## src/rtl/sample_voice_fetch.sv

```systemverilog
// Single PCM playback voice: fractional phase, two-tap RAM fetch,
// linear interpolation and valid/ready delivery to the mixer.
module sample_voice_fetch #(
  parameter int ADDR_WIDTH = 19,
  parameter int DATA_WIDTH = 16,
  parameter int FRAC_WIDTH = 12,
  parameter int STEP_INT   = 4
) (
  input  logic                           clk,
  input  logic                           rst_n,
  input  logic                           start,
  input  logic                           stop,
  input  logic [ADDR_WIDTH-1:0]          start_addr,
  input  logic [ADDR_WIDTH-1:0]          loop_addr,
  input  logic [ADDR_WIDTH-1:0]          end_addr,
  input  logic                           loop_en,
  input  logic [STEP_INT+FRAC_WIDTH-1:0] step,
  input  logic                           tick,
  output logic [ADDR_WIDTH-1:0]          mem_addr,
  input  logic [DATA_WIDTH-1:0]          mem_dout,
  output logic [DATA_WIDTH-1:0]          sample_out,
  output logic                           sample_valid,
  input  logic                           sample_ready,
  output logic                           busy,
  output logic                           done,
  output logic                           overrun
);

  localparam int AW = ADDR_WIDTH;
  localparam int DW = DATA_WIDTH;
  localparam int FW = FRAC_WIDTH;
  localparam int PW = AW + FW;
  localparam int SW = STEP_INT + FW;

  typedef enum logic [2:0] {
    IDLE, WAIT_TICK, RD0, RD1, CAP0, CAP1, OUT
  } state_t;

  state_t state;
  logic [PW-1:0] pos;
  logic [DW-1:0] s0;
  logic [DW-1:0] s1;
  logic          fin;

  logic [AW-1:0] ip;
  logic [FW-1:0] fr;
  logic [AW-1:0] nx;
  assign ip = pos[PW-1:FW];
  assign fr = pos[FW-1:0];

  always_comb begin
    nx = end_addr;
    if (ip < end_addr)
      nx = ip + AW'(1);
    else if (loop_en)
      nx = loop_addr;
  end

  logic signed [DW:0]      diff;
  logic signed [DW+FW+1:0] prod;
  logic signed [DW+FW+1:0] shf;
  logic [DW-1:0]           interp;

  assign diff = $signed({s1[DW-1], s1}) - $signed({s0[DW-1], s0});
  assign prod = diff * $signed({1'b0, fr});
  assign shf = prod >>> FW;
  // Result is bounded by s0/s1, so truncation cannot wrap
  assign interp = s0 + shf[DW-1:0];

  logic [PW:0]   np;
  logic [AW:0]   ni;
  logic [AW:0]   ea;
  logic [AW:0]   wrap;
  logic [AW:0]   wrap_c;
  logic          past_end;

  assign np = {1'b0, pos} + {{(PW + 1 - SW){1'b0}}, step};
  assign ni = np[PW:FW];
  assign ea = {1'b0, end_addr};
  assign past_end = ni > ea;
  assign wrap = {1'b0, loop_addr} + ni - ea - (AW + 1)'(1);
  assign wrap_c = (wrap > ea) ? {1'b0, loop_addr} : wrap;

  always_ff @(posedge clk or negedge rst_n) begin
    if (!rst_n) begin
      state        <= IDLE;
      pos          <= '0;
      s0           <= '0;
      s1           <= '0;
      fin          <= 1'b0;
      mem_addr     <= '0;
      sample_out   <= '0;
      sample_valid <= 1'b0;
      busy         <= 1'b0;
      done         <= 1'b0;
      overrun      <= 1'b0;
    end else begin
      done    <= 1'b0;
      overrun <= tick &&
                 !(state == WAIT_TICK && !sample_valid);
      if (stop) begin
        state        <= IDLE;
        sample_valid <= 1'b0;
        busy         <= 1'b0;
        fin          <= 1'b0;
      end else if (start) begin
        state        <= WAIT_TICK;
        pos          <= {start_addr, {FW{1'b0}}};
        sample_valid <= 1'b0;
        busy         <= 1'b1;
        fin          <= 1'b0;
      end else begin
        unique case (state)
          IDLE: ;
          WAIT_TICK: begin
            if (tick && !sample_valid) begin
              mem_addr <= ip;
              state    <= RD0;
            end
          end
          RD0: begin
            mem_addr <= nx;
            state    <= RD1;
          end
          RD1: begin
            s0    <= mem_dout;
            state <= CAP0;
          end
          CAP0: begin
            s1    <= mem_dout;
            state <= CAP1;
          end
          CAP1: begin
            sample_out   <= interp;
            sample_valid <= 1'b1;
            state        <= OUT;
            if (!past_end)
              pos <= np[PW-1:0];
            else if (loop_en)
              pos <= {wrap_c[AW-1:0], np[FW-1:0]};
            else
              fin <= 1'b1;
          end
          OUT: begin
            if (sample_ready) begin
              sample_valid <= 1'b0;
              if (fin) begin
                done  <= 1'b1;
                busy  <= 1'b0;
                fin   <= 1'b0;
                state <= IDLE;
              end else begin
                state <= WAIT_TICK;
              end
            end
          end
          default: state <= IDLE;
        endcase
      end
    end
  end

endmodule

```

## config.mk

```make
export PLATFORM = sky130hd
export DESIGN_NAME = sample_voice_fetch
export DESIGN_NICKNAME = d
export VERILOG_FILES = /design/src/rtl/sample_voice_fetch.sv
export SDC_FILE = /design/constraint.sdc
export NUM_CORES = 1
export LEC_CHECK = 0
export ABC_AREA = 1
export CORE_MARGIN = 3
export CORE_UTILIZATION = 45
export CTS_BUF_LIST = sky130_fd_sc_hd__clkbuf_4
export DETAILED_ROUTE_END_ITERATION = 10
export SYNTH_ARGS = -nofsm -noshare
export SYNTH_HDL_FRONTEND = slang
export SYNTH_SLANG_ARGS = --single-unit
export TNS_END_PERCENT = 1
```

## constraint.sdc

```tcl
create_clock -name clk -period 23.5 [get_ports clk]
set_input_delay 2.35 -clock clk [delete_from_list [all_inputs] [get_ports clk]]
set_output_delay 2.35 -clock clk [all_outputs]
set_load 0.02 [all_outputs]
```

==> results.md <==
| Result | This run |
| --- | --- |
| Via count of the first global-routing pass | 16302 |
| Part of the power in the clock network | 8.7% |
| Number of detailed-route iterations in the first pass | 6 |
| Via count | 16278 |
| Launching element type of the critical path | register |
| Number of nets in the layout | 3036 |
| Pin count of the biggest net entering global routing | 58 |
| Average footprint of a synthesized cell | 7.33 µm² |
| Sum of internal, switching and leakage power | 1.34 mW |
| Synthesized instance count | 2461 |
| Reg2reg path depth | 33 |
| Number of nets in the synthesized netlist | 2943 |
| Proportion of netlist area held by the largest area contributor | 22.4% |
| Final period utilization | 39.3% |
| Initial cell density of the core | 46.2% |
| Die area | 0.0425 mm² |
| Antenna violations before repair | 3 |
| Hold worst-path end | sample_out[0]$_DFFE_PN0P_ |
| Total of hold buffers inserted after clock tree synthesis | 0 |
| Peak supply drop | 0.0000531 V |
| Final-report max-slew violation count | 0 |
| Worst R2R Setup Slack | 14270 ps |
| Remaining DRCs | 0 |
| Placed cells | 3061 |
| Worst-path cell with the longest stage delay | sky130_fd_sc_hd__xor2_1 |
| Count of H-tree levels built during CTS | 3 |
| Die Span X | 206 µm |
| Data arrival time of the critical path | 9720 ps |
| Leakage power | 10.6 nW |
| Final cell count without fillers | 3079 |
| Hold Path Depth | 2 |
| Switch share | 57.2% |
| Comb power frac | 71.7% |
| Clock Sinks | 106 |
| Unique masters post-synth | 47 |
| Vias per Instance | 5.29 |
| Path type of the worst setup path | reg -> reg |
| Count of routing violations after the opening detailed-route iteration | 1343 |
| Part of the Yosys area used for sequential elements | 14.7% |
| Total wire length | 56300 µm |
| Worst Max-Slew Pin Slew | 1400 ps |
| Post-cts resize count | 0 |
| Cell at the root of the clock tree | sky130_fd_sc_hd__clkbuf_4 |
| Largest incremental delay on the critical path | 780 ps |
| Input/output buffers | 134 |
| Setup violators final | 0 |
| Max Clock Skew | 33.6 ps |
| Areal power density over the cells | 67.0 mW/mm² |
| Status | complete, no violations |
| Register bit count reported by yosys | 106 |
| Layout overhead on the synthesized area | 10.8% |
| Worst reg2reg path endpoint | sample_out[13]$_DFFE_PN0P_ |
| Flop pwr share | 19.6% |
| Crit Path Max Fanout | 8 |
| Core region area | 0.0391 mm² |
| Total Neg Setup Slack | 0 ps |
| CTS Buf Count | 9 |
| Number of failing hold endpoints at the final stage | 0 |
| Async set-or-reset flop fraction in the synthesized netlist | 100% |
| Leftover overflow at the end of global routing | 0 |
| EDFF count, synth | 0 |
| NetSw | 767 µW |
| Clock Pin Slew Worst Setup and Hold Paths | 210 ps |
| Global-route usage over all layers | 27.3% |
| Required @ worst endpoint | 23990 ps |
| Bufs on Longest Clock Path | 2 |
| CP Capture Type | register |
| Floorplan row count | 72 |
| HP Start | sample_out[0]$_DFFE_PN0P_ |
| Worst slew margin relative to its limit | 6.16% |
| Worst-skew pair later-pin latency | 590 ps |
| Buf/Inv on CP | 5 |
| Path length in cells of the critical path | 33 |
| Setup repair bufs after CTS | 0 |
| Ys Warns | 0 |
| Hold Path Class | reg -> reg |
| Maximum frequency from static timing analysis | 0.108 GHz |
| Worst R2R Start | s0[0]$_DFFE_PN0P_ |
| Largest delay share family, worst path | adder cells |
| Top_reg_cell synth | sky130_fd_sc_hd__dfrtp_1 |
| Average detailed-routed wire length per instance | 18.3 µm |
| Layout cells sized above 1 | 3.05% |
| Setup repair after global routing missed its margin | false |
| Top-level port count | 135 |
| Antenna Violating Nets Remaining | 0 |
| Max-cap violation count | 0 |
| Synth top area cells | sky130_fd_sc_hd__fa_1, sky130_fd_sc_hd__dfrtp_1, sky130_fd_sc_hd__ha_1 |
| Cell type with the highest occurrence count on the critical path | sky130_fd_sc_hd__fa_1 |
| Clock period minus final worst setup slack | 9230 ps |
| TritonCTS clock tree | built |
| Final core area utilization | 51.2% |
| Area of the mapped netlist | 0.0180 mm² |
| Gpl congestion | 0.961 |
| Internal power consumption | 573 µW |
| Final HPWL from detailed placement | 46300 µm |
| Chip height | 206 µm |
| Largest area contributor in the netlist | sky130_fd_sc_hd__fa_1 |
| Global-route wire length before repair | 90000 µm |
[layout by cell type, fill, tap and decap left out, drive strengths merged, types with 13 or more instances in the layout]
cell type        n
xnor2           35
fa             202
ha             184
nor2           213
o21ai          122
a21oi          128
dfrtp          106
or2             23
nand3          104
nand4           13
clkdlybuf4s50  133
a2bb2oi         14
inv            495
nand2          566
nor3            29
o211ai          32
xor2            62
[through the flow]
step | setup slack, ps | hold slack (ps) | cell area (µm²)
detailed placement | 13980 | 467 | 19800
CTS | 14300 | 518 | 20000
finish | 14270 | 513 | 20000
global placement | 14030 | 469 | 19800
global route | 13610 | 539 | 20000
floorplan | 15750 | 453 | 18000
[cells in the mapped netlist, types with 11 or more instances]
master and number:
sky130_fd_sc_hd__ha_1 184, sky130_fd_sc_hd__a21oi_1 128, sky130_fd_sc_hd__nor2_1 211, sky130_fd_sc_hd__a2bb2oi_1 14, sky130_fd_sc_hd__xnor2_1 35, sky130_fd_sc_hd__nand3_1 102
sky130_fd_sc_hd__fa_1 202, sky130_fd_sc_hd__nand4_1 13, sky130_fd_sc_hd__o21ai_0 112, sky130_fd_sc_hd__xor2_1 62, sky130_fd_sc_hd__dfrtp_1 106, sky130_fd_sc_hd__o21bai_1 11
sky130_fd_sc_hd__nand2_1 555, sky130_fd_sc_hd__inv_1 487, sky130_fd_sc_hd__clkbuf_1 45, sky130_fd_sc_hd__o211ai_1 32, sky130_fd_sc_hd__nor3_1 25, sky130_fd_sc_hd__or2_2 23
[final cells by class]
cell class | instances | area (µm²)
Fill cell | 3986 | 19100
Multi-Input combinational cell | 1796 | 13200
Sequential cell | 106 | 2650
Inverter | 496 | 1860
Timing Repair Buffer | 145 | 1420
Tap cell | 518 | 648
Clock inverter | 7 | 96.3
Clock buffer | 9 | 67.6
Antenna cell | 2 | 5.00
[state kept, by name, indices dropped and copies added (netlist names), 3 cells and up]
signal	cells
pos	31
state	3
sample_out	16
mem_addr	19
s1	16
s0	16
[routing by layer]
| metal | track usage [%] | wire length (µm) |
|---|---|---|
| met1 | 41.5 | 27500 |
| met2 | 40.0 | 23300 |
| met3 | 5.18 | 4330 |
| met4 | 6.13 | 1150 |
| met5 | 0 | 14 |
[kinds of logic (layout without fill, tap and decap cells)]
family / count (synthesis) / count (layout) / share of synthesized area [%]
AND/OR/NAND/NOR: 965 / 965 / 22.4
buffers and inverters: 559 / 657 / 11.9
adder cells (fa/ha/maj): 386 / 386 / 35.2
AO/OA/AOI/OAI: 348 / 348 / 11.1
flip-flops: 106 / 106 / 14.7
XOR/XNOR: 97 / 97 / 4.71
other: 0 / 2 / 0
[worst reg2reg max path, delay by kind of cell, from the launching register on]
| kind | cells | cell delay [ps] |
|---|---|---|
| fa+ha+maj | 9 | 4130 |
| simple gates | 5 | 780 |
| xor+xnor | 3 | 1190 |
| buf+inv | 5 | 340 |
| flops | 1 | 460 |
| compound gates | 11 | 2260 |
[worst max path at each step]
stage                                 start                    endpoint  slack, ps
final                     s0[0]$_DFFE_PN0P_  sample_out[13]$_DFFE_PN0P_      14270
after CTS                 s0[0]$_DFFE_PN0P_  sample_out[13]$_DFFE_PN0P_      14300
after detailed placement            step[0]         pos[25]$_DFFE_PN0P_      13980
after global routing      s0[0]$_DFFE_PN0P_  sample_out[13]$_DFFE_PN0P_      13610
after global placement              step[2]         pos[14]$_DFFE_PN0P_      14030
after floorplan           s0[0]$_DFFE_PN0P_  sample_out[13]$_DFFE_PN0P_      15750
[power by group through the flow]
| stage | Combinational [mW] | Sequential, mW | Clock [mW] |
|---|---|---|---|
| after global routing | 1.08 | 0.266 | 0.125 |
| after floorplan | 0.641 | 0.259 | 0 |
| after detailed placement | 0.939 | 0.263 | 0 |
| after global placement | 0.930 | 0.264 | 0 |
| after CTS | 0.945 | 0.261 | 0.121 |
| final | 0.961 | 0.262 | 0.117 |
(Power assumes the default switching activity.)
